File: src/rtl/div5_serial_ctrl.sv
// div5_serial_ctrl: nibble-serial mod-15 accumulator deciding whether a BIT_WIDTH operand is divisible by 5.
// Latency: result valid NIBBLES cycles after acceptance (with DIV5_EARLY_EXIT_EN: 1 + index of highest nonzero nibble).
// Backpressure: result held stable in DONE until out_ready; no operand is accepted until the result is taken.
module div5_serial_ctrl #(
  parameter int BIT_WIDTH = 32
) (
  input  logic                 clk,
  input  logic                 rst,
  input  logic                 in_valid,
  output logic                 in_ready,
  input  logic [BIT_WIDTH-1:0] in_data,
  output logic                 out_valid,
  input  logic                 out_ready,
  output logic [3:0]           out_residue,
  output logic                 out_divisible,
  output logic                 busy
);

  localparam int NIBBLES = BIT_WIDTH / 4;
  localparam int CNT_W   = (NIBBLES > 1) ? $clog2(NIBBLES) : 1;
  localparam logic [CNT_W-1:0] CNT_LAST = CNT_W'(NIBBLES - 1);

  if ((BIT_WIDTH < 4) || ((BIT_WIDTH % 4) != 0)) begin : g_bad_width
    $error("div5_serial_ctrl: BIT_WIDTH must be a multiple of 4 and >= 4");
  end

  typedef enum logic [1:0] {
    IDLE  = 2'd0,
    ACCUM = 2'd1,
    DONE  = 2'd2
  } state_t;

  state_t               state_q, state_d;
  logic [BIT_WIDTH-1:0] shreg_q, shreg_d;
  logic [3:0]           acc_q, acc_d;
  logic [CNT_W-1:0]     cnt_q, cnt_d;

  logic [4:0]           sum;
  logic [BIT_WIDTH-1:0] shifted;
  logic                 last;

  always_ff @(posedge clk or negedge rst) begin
    if (!rst) begin
      state_q <= IDLE;
      shreg_q <= '0;
      acc_q   <= '0;
      cnt_q   <= '0;
    end else begin
      state_q <= state_d;
      shreg_q <= shreg_d;
      acc_q   <= acc_d;
      cnt_q   <= cnt_d;
    end
  end

  always_comb begin
    state_d = state_q;
    shreg_d = shreg_q;
    acc_d   = acc_q;
    cnt_d   = cnt_q;
    sum     = {1'b0, acc_q} + {1'b0, shreg_q[3:0]};
    shifted = shreg_q >> 4;
`ifdef DIV5_EARLY_EXIT_EN
    last    = (cnt_q == CNT_LAST) || (shifted == '0);
`else
    last    = (cnt_q == CNT_LAST);
`endif

    case (state_q)
      IDLE: begin
        if (in_valid) begin
          shreg_d = in_data;
          acc_d   = '0;
          cnt_d   = '0;
          state_d = ACCUM;
        end
      end
      ACCUM: begin
        // End-around carry folds 16 back to 1, so the sum stays congruent mod 15.
        acc_d   = sum[3:0] + {3'b000, sum[4]};
        shreg_d = shifted;
        cnt_d   = cnt_q + CNT_W'(1);
        if (last) begin
          state_d = DONE;
        end
      end
      DONE: begin
        if (out_ready) begin
          state_d = IDLE;
        end
      end
      default: state_d = IDLE;
    endcase
  end

  // in_ready is masked by rst so it reads 0 for the whole reset interval.
  assign in_ready      = rst & (state_q == IDLE);
  assign out_valid     = (state_q == DONE);
  assign busy          = (state_q != IDLE);
  assign out_residue   = out_valid ? acc_q : 4'd0;
  assign out_divisible = out_valid & (acc_q[3] ~^ acc_q[1]) & (acc_q[2] ~^ acc_q[0]);

endmodule

File: config.mk
export PLATFORM = sky130hd
export DESIGN_NAME = div5_serial_ctrl
export DESIGN_NICKNAME = d
export VERILOG_FILES = /design/src/rtl/div5_serial_ctrl.sv
export SDC_FILE = /design/constraint.sdc
export NUM_CORES = 1
export LEC_CHECK = 0
export CAP_MARGIN = 10
export CORE_MARGIN = 3
export CORE_UTILIZATION = 50
export DETAILED_ROUTE_END_ITERATION = 16
export HOLD_SLACK_MARGIN = 0.05
export PLACE_DENSITY = 0.78
export RECOVER_POWER = 100
export SYNTH_ARGS = -nofsm -noshare
export SYNTH_HDL_FRONTEND = slang
export SYNTH_SLANG_ARGS = --single-unit
File: constraint.sdc
create_clock -name clk -period 3.4 [get_ports clk]
set_clock_uncertainty 0.2 [all_clocks]
set_input_delay 0.34 -clock clk [delete_from_list [all_inputs] [get_ports clk]]
set_output_delay 0.34 -clock clk [all_outputs]
set_load 0.02 [all_outputs]
# == After elaboration in Yosys (flattened, before gate mapping) ==
# Index checks and enable logic that the tools add are counted.
# totals
out_inout_bits,8
ff_bits,41
# classes
n_bitwise,5
muxes,11
reduce_logical,5
eq_ne,6
n_addsub,3
# op_table
op,count
32-bit case mux with 2 select lines,1
32-bit 2-to-1 mux,1
4-bit 2-to-1 mux,2
4-bit case mux with 2 select lines,1
2-bit 2-to-1 mux,3
2-bit case mux with 3 select lines,1
3-bit case mux with 2 select lines,1
4-bit by 4-bit adder with 5-bit output,1
4-bit by 1-bit adder with 4-bit output,1
2-bit inequality test (second input constant),2
2-bit nonzero test,2
3-bit by 1-bit adder with 3-bit output (second input constant),1
1-bit bitwise AND,3
3-bit equality test (second input constant),1
3-bit 2-to-1 mux,1
3-bit AND reduction,1
2-bit by 1-bit equality test with 1-bit output (second input constant),1
2-bit equality test (second input constant),1
2-bit logical NOT,1
2-bit by 1-bit inequality test with 1-bit output (second input constant),1
2-bit AND reduction,1
1-bit XNOR,2

# == Longest topological paths before layout ==
# Gate-level depths: netlist (run 1).
# logic_depth
ltp_word,3
depth_mapped,8
ltp_nobuf,8

# == Worst setup path before layout (run 1) ==
# Ideal clock, no wire load.
# synth_path
path_kind,flip-flop to flip-flop
from,register acc_q[0]
to,register acc_q[3]
path_stages_with_launch,9
path_buffers,0
period_less_slack_ps,2495
slack_ps,905
arrival_ps,2174
cell_sequence,dfrtp_1 ha_1 fa_1 a21o_2 a21o_1 ha_1 nand3_1 xor3_1 a22o_1
# synth_between
elab_chain_len,3
# synth_rtl
element,line_no,text
start: declaration,35,"logic [3:0] acc_q, acc_d;"
start signal: assignment,46,acc_q <= '0;
start signal: assignment,51,acc_q <= acc_d;
4-bit by 4-bit adder with 5-bit output,61,"sum = {1'b0, acc_q} + {1'b0, shreg_q[3:0]};"
4-bit by 1-bit adder with 4-bit output,80,"acc_d = sum[3:0] + {3'b000, sum[4]};"
4-bit case mux with 2 select lines,69,case (state_q)
# No other way between the ends.
# A chain may end at the register's enable or synchronous reset.

# == Worst setup path in the final report (run 1) ==
# layout_path
from,register state_q[1]
to,register shreg_q[5]
# layout_between
elab_chain_len,3
word_cells_on_any_way,6
# layout_rtl
element,line_no,text
start: declaration,33,"state_t state_q, state_d;"
start signal: assignment,49,state_q <= state_d;
2-bit by 1-bit equality test with 1-bit output or 2-bit logical NOT (tied branches),69,
2-bit nonzero test (no line) or 2-bit inequality test (tied branches),-,
2-bit AND reduction (no line),-,
end signal: assignment,50,shreg_q <= shreg_d;
end: declaration,34,"logic [BIT_WIDTH-1:0] shreg_q, shreg_d;"
# Parallel ways exist; a longest one is shown, timed or not.

==> results of run 1 <==
-- registers in the layout, indices dropped and copies added (netlist names) --
register and flops:
shreg_q 32, acc_q 4, cnt_q 3, state_q 2
-- worst min-delay path by stage --
stage	to	slack (ns)	cells after the start
floorplan	acc_q[0]	-0.16	0
global placement	shreg_q[2]	0.25	2
detailed placement	shreg_q[2]	0.25	2
CTS	shreg_q[31]	0.32	2
global route	shreg_q[31]	0.34	2
finish	shreg_q[31]	0.31	2
-- layout make-up --
| class | count | area (sq um) | area share, % |
|---|---|---|---|
| timing repair buffer | 51 | 480 | 17.2 |
| clock buffer | 5 | 68.8 | 2.46 |
| multi-input combinational | 168 | 1110 | 39.8 |
| tap | 50 | 62.6 | 2.24 |
| clock inverter | 2 | 35.0 | 1.25 |
| inverter | 3 | 11.3 | 0.403 |
| sequential | 41 | 1030 | 36.7 |
-- placed cells by master, fill, tap and decap left out, types with 2 or more instances in the layout --
cell / instances
dlygate4sd3_1: 9
clkbuf_8: 5
nor2b_1: 35
and2_1: 4
o21ai_1: 4
clkbuf_1: 2
xnor2_1: 2
nand2_1: 4
a21o_1: 2
ha_1: 8
dfrtp_1: 41
a22oi_1: 28
a21oi_1: 33
xor2_1: 2
nor2_1: 2
inv_1: 3
buf_4: 5
clkdlybuf4s50_1: 34
o21ai_0: 28
a22o_1: 7
-- metal layers --
metal | up-vias | global-route usage, % | part of all wire [%]
li1 | 905 | - | -
met4 | 0 | 7.58 | 1.3
met2 | 37 | 32.8 | 48
met5 | - | 0 | 0
met3 | 6 | 4.55 | 4.1
met1 | 888 | 27.5 | 47
-- power breakdown --
group	leakage (nW)	internal, W	switching [W]
registers	0.535	0.000679	0.000177
logic	0.641	0.000442	0.000415
clock network	0.0540	0.000213	0.000166
total	1.23	0.00133	0.000758
-- critical path, cell delays in order (launching register included) --
cell and delay, ns:
dfrtp_1 0.51, buf_4 0.29, nor2b_1 0.25, clkbuf_1 1.00, a21oi_1 0.20, o21ai_0 0.21
-- through the flow --
step / setup WS, ns / instances / area [sq um] / hold slack [ns] / power (W)
2_1_floorplan: 0.905 / 231 / 2230 / -0.156 / 0.00150
3_3_place_gp: 0.862 / 312 / 2700 / 0.251 / 0.00171
3_5_place_dp: 0.801 / 312 / 2700 / 0.254 / 0.00175
4_1_cts: 0.789 / 320 / 2810 / 0.316 / 0.00214
5_1_grt: 0.389 / 320 / 2800 / 0.339 / 0.00225
6_report: 0.645 / 320 / 2800 / 0.305 / 0.00209
-- cell families after synthesis --
group,after synthesis,synth area share (%)
mux,2,0.953
flops,41,46.0
fa+ha+maj,9,5.38
xor+xnor,5,2.64
buf+inv,22,4.15
compound gates,104,28.2
simple gates,48,12.7
==> flow_summary.yaml, run 1 <==
status:
  status: "finished clean"
sta:
  tightest_slew_ns: 1.32
  period_share_pct: 81.0
  fin_setup_tns_ns: 0
  drv_slew: 0
  maxSlewHeadroom_pct: 11.9
  min_period_ns: 2.75
  finalSetupViolCount: 0
  hold_viol_final: 0
  rsz0062_at_grt: "false"
  fmax_mhz: 363
grt:
  antenna_found_initial: 0
  grt_overflow_total: 0
  grt_first_pass_wirelength_microns: 8410
  grt_use_total_pct: 20.6
  grt_max_degree: 42
  grt_pass1_vias: 1789
clocking:
  cts_tree: "built"
  cts.sinks: 41
  clkTransAtPathRegs_ns: 0.08
  cts_buffer_depth: 2
  cts_made_buffers: 5
  insertion_delay_ns: 0.29
  root_buffer: "clkbuf_8"
  cts_hold_buffers: 1
  cts_resized: 0
  htree_levels: 2
  post_cts_buffers: 0
logic_synthesis:
  netlist_instances: 231
  synth_seq_cells: 41
  ys_seq_area_share_pct: 46.0
  yosysTopAreaCell: "dfrtp_1"
  synth_top_area_share_pct: 46.0
  postSynth.asyncResetShare_pct: 100
  syn_nets: 276
  yosysMostFrequentCell: "dfrtp_1"
  yosysUniqueCellTypes: 25
  ys.flop_type: "dfrtp_1"
  synthTopCellsByCount: "41 x dfrtp_1, 35 x nor2b_1, 33 x a21oi_1, 32 x o21ai_1, 28 x a22oi_1"
  synth_area_leaders: "dfrtp_1 46%, nor2b_1 9.8%, a22oi_1 9.4%"
  syn_area_sq_um: 2230
  synth.avg_cell_area_sq_um: 9.66
  synth_edf_count: 0
  yosysWarnings: 0
layout:
  nFillCells: 345
  synthToLayoutAreaGrowth_pct: 25.4
  antenna_cells: 0
  final_util_pct: 67.5
  drive_above_1_share_pct: 5.56
  num-nets-final: 315
route:
  drt_pass1_iterations: 4
  vias: 1836
  drc_errors: 0
  totalWireLength_microns: 5120
  viasPerCell: 5.74
  drt_iter0_markers: 145
  wl_per_cell_microns: 16.0
  antenna_left: 0
setup_path:
  timing.rr.end: "shreg_q[5]"
  r2r_setup_slack_ns: 0.65
  critPathArrivalTime_ns: 2.77
  worstSetupEndpointType: "register"
  criticalPathCategory: "reg -> reg"
  crit_required_ns: 3.41
  crit_end: "shreg_q[5]"
  crit_path_start_kind: "register"
  r2r_start: "state_q[1]"
  critPathLaunch: "state_q[1]"
  ff2ff_path_depth: 5
  critPathMaxFanout: 29
job:
  cap_viol_max_count: 0
hold_path:
  hold_path.class: "reg -> reg"
  worst_hold_startpoint: "shreg_q[31]"
power_and_ir_drop:
  powerDensity_nw_per_um2: 748
  leakage_nw: 1.23
  vdd_drop_max_mv: 0.371
placement:
  gp_congestion: 0.842
  numPortBuffers: 43
  dp_hpwl_microns: 3410
floorplan:
  die_h_microns: 72.8
  core_area_sq_um: 4140
  initial_core_util_pct: 53.8
  pin_count: 44
  rows: 23
  dieArea_sq_um: 5300
  die_x_microns: 72.8
Power figures use the tool's default switching activity.
==> run 2: changes to the inputs <==
==> constraint.sdc (replaced) <==
create_clock -name clk -period 2.6 [get_ports clk]
set_clock_uncertainty 0.2 [all_clocks]
set_input_delay 0.26 -clock clk [delete_from_list [all_inputs] [get_ports clk]]
set_output_delay 0.26 -clock clk [all_outputs]
set_load 0.02 [all_outputs]
==> run 2 against run 1 <==
Non-clock buffer count is 2 higher. Global-route usage shrank 0.22 points. Final area up 1.3%. First-iteration DRC count is 17% lower. Critical path type unchanged. Highest routed layer unchanged.
==> flow_summary.yaml, run 2 (synthesis results as in run 1) <==
placement:
  place_inst: 314
  numPortBuffers: 43
  dpl_worst_slack_ns: 0.0413
  dp_hpwl_microns: 3300
  gp_congestion: 0.903
route:
  antenna_left: 0
  totalWireLength_microns: 5090
  wl_per_cell_microns: 15.8
  drt_pass1_iterations: 4
  viasPerCell: 5.80
  drc_errors: 0
  vias: 1873
  drt_iter0_markers: 121
power_and_ir_drop:
  powerDensity_nw_per_um2: 987
  leakage_nw: 1.24
  vdd_drop_max_mv: 0.493
floorplan:
  die_x_microns: 72.8
  rows: 23
  initial_core_util_pct: 53.8
  core_area_sq_um: 4140
  pin_count: 44
  dieArea_sq_um: 5300
  die_h_microns: 72.8
layout:
  num-nets-final: 317
  reg_top3: "shreg_q x32, acc_q x4, cnt_q x3"
  most-common-layout-cells: "41 x dfrtp_1, 35 x clkdlybuf4s50_1, 33 x a21oi_1, 32 x nor2b_1, 31 x o21ai_0"
  nFillCells: 342
  antenna_cells: 0
  largest_register: "shreg_q"
  fin_cells: 323
  synthToLayoutAreaGrowth_pct: 26.9
  drive_above_1_share_pct: 7.69
  largest_reg_flops: 32
  final_common_cell: "dfrtp_1"
grt:
  grt_use_total_pct: 20.3
  grt_max_degree: 42
  grt_overflow_total: 0
  grt_pass1_vias: 1847
  grt_first_pass_wirelength_microns: 8550
  antenna_found_initial: 0
job:
  cap_viol_max_count: 0
setup_path:
  critPathMaxFanout: 3
  crit_path_start_kind: "register"
  criticalPathCategory: "reg -> reg"
  cp_num_buf_inv: 0
  crit_cells: 8
  r2r_start: "shreg_q[0]"
  max_stage_delay_ns: 0.40
  worstSetupEndpointType: "register"
  cp_common_cell: "ha_1"
  r2r_setup_slack_ns: 0.09
  ff2ff_path_depth: 8
  cpMaxStageDelayCell: "dfrtp_1"
  cp_top_family: "adder cells"
  timing.rr.end: "acc_q[3]"
  critPathArrivalTime_ns: 2.50
  crit_chain: "ha_1, fa_2, a21o_2, a21o_1, ha_1, nand3_1, xor3_1, a22o_1"
  crit_required_ns: 2.59
sta:
  fin_setup_tns_ns: 0
  finalSetupViolCount: 0
  maxSlewHeadroom_pct: 6.01
  min_period_ns: 2.51
  rsz0062_at_grt: "false"
  tightest_slew_ns: 1.41
  fmax_mhz: 399
  hold_viol_final: 0
  drv_slew: 0
  period_share_pct: 96.5
  setup_slack_ns: 0.0919
hold_path:
  hold_path.class: "reg -> reg"
  worst_hold_startpoint: "cnt_q[1]"
  min_to: "cnt_q[1]"
  whs_path_depth: 1
clocking:
  cts_made_buffers: 5
  post_cts_buffers: 0
  insertion_delay_ns: 0.29
  htree_levels: 2
  cts_tree: "built"
  clkTransAtPathRegs_ns: 0.08
  root_buffer: "clkbuf_8"
  cts_buffer_depth: 2
  cts.sinks: 41
status:
  status: "finished clean"
-- run 2: changes by cell type in the layout (fill, tap and decap cells not counted), sizes merged --
| cell | before | now |
|---|---|---|
| clkdlybuf4s50 | 34 | 35 |
| clkbuf | 7 | 11 |
| clkinv | 1 | 0 |
| dlygate4sd3 | 9 | 8 |
-- run 2: where the power goes --
group | switching [W] | internal [W]
combinational | 0.000559 | 0.000604
sequential | 0.000212 | 0.000889
clock | 0.000219 | 0.000313
-- run 2: worst register-to-register path, cell delays in order, from the launching register on --
cell and delay [ns]:
dfrtp_1 0.40, ha_1 0.23, fa_2 0.35, a21o_2 0.21, a21o_1 0.17, ha_1 0.21, nand3_1 0.10, xor3_1 0.30
a22o_1 0.23
-- run 2: repair_timing --
action,CTS,global route
setup endpoints to repair,0,2
gates resized for setup,0,2
hold buffers,1,0
endpoints found under the hold margin,41,0
-- run 2: through the flow --
step / total power, W / utilization (%) / cell area, sq um / hold WS, ns
floorplan: 0.00196 / - / 2230 / -0.236
global placement: 0.00226 / 65.4 / 2710 / 0.182
detailed placement: 0.00231 / 65.4 / 2710 / 0.174
CTS: 0.00285 / 68.4 / 2840 / 0.312
global route: 0.00302 / 68.3 / 2830 / 0.352
finish: 0.00280 / 68.3 / 2830 / 0.306
-- run 2: routing by layer --
| metal | track usage, % | up-vias | wire length (microns) |
|---|---|---|---|
| met1 | 29.2 | 900 | 2340 |
| met3 | 3.72 | 8 | 266 |
| li1 | - | 914 | - |
| met4 | 6.35 | 0 | 65 |
| met5 | 0 | - | 0 |
| met2 | 31.4 | 51 | 2420 |
-- run 2: worst max path at each step --
| stage | endpoint | startpoint | slack [ns] |
|---|---|---|---|
| finish | acc_q[3] | shreg_q[0] | 0.09 |
| global route | acc_q[3] | shreg_q[0] | 0.008 |
| CTS | acc_q[3] | shreg_q[0] | 0.03 |
| detailed placement | acc_q[3] | shreg_q[0] | 0.04 |
| global placement | acc_q[3] | shreg_q[0] | 0.08 |
| floorplan | acc_q[3] | acc_q[0] | 0.10 |
-- run 2: cell type report --
type / count / area (sq um) / share of cell area, %
Clock buffer: 7 / 86.3 / 3.05
Clock inverter: 1 / 30.0 / 1.06
Inverter: 3 / 11.3 / 0.398
Multi-Input combinational cell: 168 / 1120 / 39.6
Sequential cell: 41 / 1030 / 36.2
Tap cell: 50 / 62.6 / 2.21
Timing Repair Buffer: 53 / 493 / 17.4
==> patch 1 (settings of run 1) <==
Set the parameter `BIT_WIDTH` to 16 (it was 32).
--- a/src/rtl/div5_serial_ctrl.sv
+++ b/src/rtl/div5_serial_ctrl.sv
@@ -4,3 +4,3 @@
 module div5_serial_ctrl #(
-  parameter int BIT_WIDTH = 32
+  parameter int BIT_WIDTH = 16
 ) (
Interface: changed (resized in_data); port bits go from 44 to 28. The function was not compared with the original's and may differ.
==> patch 1 against run 1 <==
Setup slack lost 0.017 ns. Combinational power shrank 22%. Non-clock buffer count shrank 19. Critical path depth shrank 2. Synthesized area shrank 39%. Sequential cell count shrank 17. Power shrank 36%. Final area shrank 40%. Register-to-register slack gained 0.12 ns. Synthesized cell count shrank 40%. Wire length shrank 40%. Largest power group is now combinational cells.
==> patch 1: results (changes against run 1) <==
grt:
  met1_usage_pct: 24.14  # -3.4 points
  grt_max_degree: 25  # -40%
  grt_pass1_wl_mm: 5.085  # -40%
  grt_usage_pct: 19.40  # -1.2 points
  grt_util_met2_pct: 33.23  # +0.46 points
  grt_util_met3_pct: 2.673  # -1.9 points
  grt_pass1_vias: 1119  # -37%
place:
  pre_cts_ws_ns: 0.7974  # -0.003876 ns
  numPortBuffers: 27  # -37%
  finalWeightedCongestion: 0.7463  # -11%
  dpl.hpwl_mm: 2.174  # -36%
layout:
  n_all_inverters: 3  # unchanged
  fill_cells: 207  # -40%
  nets: 194  # -38%
  final.clkbuf_count: 3  # -2
  nMultiInputCombCells: 102  # -39%
  drive_above_1_share_pct: 3.659  # -1.9 points
  n_all_buffers: 32  # -37%
  top_regs: "shreg_q (16), acc_q (4)"
  ff_latch_area_sq_um: 600.6  # -41%
  clkCellAreaFrac_pct: 1.344  # -2.4 points
  seq_cells: 24  # -41%
  final-nonclk-buf-share_pct: 17.48  # +0.29 points
  multi_input_area_sq_um: 710.7  # -36%
synthesis:
  synth_xor_area_share_pct: 4.320  # +1.7 points
  ys_top_cells_by_area: "dfrtp_1, nor2b_1, a22oi_1"
  seq_area_frac_synth_pct: 44.12  # -1.9 points
  synthAdderAreaFrac_pct: 7.904  # +2.5 points
  synth_cell_types: 26  # +4.0%
  muxShareOfSynthArea_pct: 1.563  # +0.61 points
  synth_common_cells: "dfrtp_1, nor2b_1, a21oi_1"
  syn_nets: 166  # -40%
  synth-compound-area-share_pct: 24.91  # -3.2 points
clocking:
  cts.path.max_buffers: 2  # unchanged
  cts-root-buf: "clkbuf_4"
  cts.clk_slew.worst_paths_ns: 0.13  # +0.05 ns
  h-tree-depth: 1  # -1
  clock_latency_ns: 0.31  # +0.02 ns
hold_path:
  hold_path_end: "shreg_q[15]"
  hp-start: "shreg_q[15]"
detailed_routing:
  met1_length_mm: 1.337  # -45%
  dr.first_iter.drc_count: 29  # -80%
  wl_met3_microns: 130  # -38%
  routedWlPerCell_microns: 15.84  # -1.0%
  wl_met2_mm: 1.554  # -36%
critical_path:
  path_max_fanout: 21  # -28%
  reg2reg_to: "acc_q[3]"
  reg2reg_depth: 8  # +3
  cpPeakStageDelay_ns: 0.67  # -0.33 ns
  r2r_slack_ns: 0.77  # +0.12 ns
  crit_slowest_cell: "dlygate4sd3_1"
  worstPathArrival_ns: 2.23  # -0.54 ns
  rr_startpoint: "acc_q[0]"
status:
  status: "completed"
power_and_ir_drop:
  vdd_drop_max_v: 0.0004982  # +34%
  leakage_nw: 0.7730  # -37%
sta:
  slew_headroom_pct: 10.24  # -1.7 points
  hold_slack_ns: 0.3197  # +0.01433 ns
patch 1: power breakdown:
| part | switching (mW) | internal (mW) | total (mW) |
|---|---|---|---|
| combinational | 0.330 | 0.338 | 0.668 |
| clock | 0.0831 | 0.0414 | 0.124 |
| sequential | 0.133 | 0.405 | 0.538 |
patch 1: metrics by stage:
stage,area [sq um],std cells,utilization [%]
3_3_place_gp,1668,191,66.12
4_1_cts,1690,194,67.01
5_1_grt,1675,194,66.42
2_1_floorplan,1361,138,-
3_5_place_dp,1668,191,66.12
6_report,1675,194,66.42
patch 1: how the worst max path moves through the flow:
stage | start | end | slack, ns | depth (start not counted)
after floorplan | acc_q[0] | acc_q[3] | 0.90 | 8
after global placement | acc_q[0] | acc_q[3] | 0.87 | 8
after detailed placement | acc_q[0] | acc_q[3] | 0.80 | 8
after CTS | state_q[0] | out_divisible | 0.64 | 3
after global routing | state_q[0] | out_divisible | 0.49 | 3
final | state_q[0] | out_divisible | 0.63 | 3
==> patch 2 (settings of run 1) <==
Made on the original files. Take the reset off `shreg_q` and load it in a clocked block of its own.
--- a/src/rtl/div5_serial_ctrl.sv
+++ b/src/rtl/div5_serial_ctrl.sv
@@ -44,3 +44,2 @@
       state_q <= IDLE;
-      shreg_q <= '0;
       acc_q   <= '0;
@@ -49,3 +48,2 @@
       state_q <= state_d;
-      shreg_q <= shreg_d;
       acc_q   <= acc_d;
@@ -53,2 +51,6 @@
     end
+  end
+
+  always_ff @(posedge clk) begin
+    shreg_q <= shreg_d;
   end
Function: no difference found for any inputs over 10 cycles, from zero or initial values and one cycle with rst low; that may be too few to reach the edited logic, so the function may still have changed.
==> patch 2 against run 1 <==
Final area decreased by 11%. Synthesized area down 14%. Sequential share of layout area up 11 points. First-iteration DRC count fell by 50%. Setup slack worse by 0.045 ns. Global-route usage is 3.1 points lower. Die area down 12%. Power is 6.8% higher. Sequential cell count did not move. Wire length is 35% lower. Utilization up 3.2 points.
==> patch 2: results (changes against run 1) <==
critical_path:
  path_buf_inv: 1  # -1
  path_max_fanout: 26  # -10%
  r2r_slack_ns: 0.60  # -0.05 ns
  worstPathArrival_ns: 2.63  # -0.14 ns
  rr_startpoint: "state_q[0]"
  crit_slowest_cell: "nor2b_1"
  reg2reg_to: "shreg_q[23]"
  cpPeakStageDelay_ns: 0.92  # -0.08 ns
  cpLargestDelayFamily: "simple AND/OR/NAND/NOR gates"
detailed_routing:
  vias: 1139  # -38%
  drt-total-wl_mm: 3.341  # -35%
  met1_length_mm: 1.344  # -44%
  wl_met3_microns: 185  # -12%
  wl_met2_mm: 1.750  # -28%
  dr.first_iter.drc_count: 72  # -50%
  avgViaCountPerCell: 5.201  # -9.4%
grt:
  grt_pass1_wl_mm: 5.802  # -31%
  grt_max_degree: 35  # -17%
  met1_usage_pct: 19.61  # -7.9 points
  grt_util_met3_pct: 5.911  # +1.4 points
  grt_usage_pct: 17.49  # -3.1 points
  grt_pass1_vias: 1313  # -27%
  grt_util_met2_pct: 30.45  # -2.3 points
synthesis:
  syn_nets: 170  # -38%
  synth.avg_cell_area_sq_um: 15.42  # +60%
  seq_area_frac_synth_pct: 61.52  # +16 points
  synth_cell_types: 26  # +4.0%
  yosys_warnings: 0  # unchanged
  synth_common_cells: "edfxtp_1, mux2_1, dfrtp_1"
  synth-async-reset-ratio_pct: 21.95  # -78 points
  ys_top_cells_by_area: "edfxtp_1, mux2_1, dfrtp_1"
  synth-main-ff-cell: "edfxtp_1"
  synth-edff-count: 32  # +32
power_and_ir_drop:
  p_switching_mw: 0.6983  # -7.9%
  vdd_drop_max_v: 0.0003964  # +6.8%
  p_clk_share_pct: 14.4  # -3.7 points
  seq_power_mw: 0.999  # +17%
  pwr-share-seq_pct: 44.7  # +3.8 points
  leakage_nw: 1.022  # -17%
place:
  finalWeightedCongestion: 0.7458  # -11%
  dpl.hpwl_mm: 2.458  # -28%
  pre_cts_ws_ns: 0.8717  # +0.07049 ns
  dp_cells: 211  # -32%
  placed_cell_area_sq_um: 2412  # -10%
layout:
  fill_cells: 263  # -24%
  drive_above_1_share_pct: 4.046  # -1.5 points
  nets: 217  # -31%
hold_path:
  hold_class: "in -> async"
sta:
  hold_slack_ns: 0.2358  # -0.06959 ns
  fin_crit_sh_pct: 82.36  # +1.3 points
  slew_headroom_pct: 16.54  # +4.6 points
status:
  status: "completed"
clocking:
  h-tree-depth: 2  # unchanged
## patch 2: cell types whose count changed after synthesis, moves of 30 or more
cell,before,now
o21ai_1,32,1
a21oi_1,33,3
edfxtp_1,0,32
dfrtp_1,41,9
## patch 2: logic make-up (layout without fill, tap and decap cells)
logic type | after synthesis | in the layout | synth area share [%]
AOI/OAI and AO/OA | 13 | 13 | 4.802
xor gates and xnor gates | 5 | 5 | 2.985
adders and majority gates | 9 | 9 | 6.230
buffers and inverters | 11 | 59 | 2.335
DFF | 41 | 41 | 61.52
muxes | 28 | 28 | 16.35
and+or+nand+nor | 18 | 18 | 5.776
## patch 2: final cells by class
type / count / area (sq um) / area share, %
multi-input cells: 73 / 691.9 / 27.82
flip-flops and latches: 41 / 1186 / 47.69
repair buffers: 44 / 435.4 / 17.51
clock buffers: 8 / 90.09 / 3.622
well taps: 46 / 57.56 / 2.314
inverters: 7 / 26.28 / 1.056
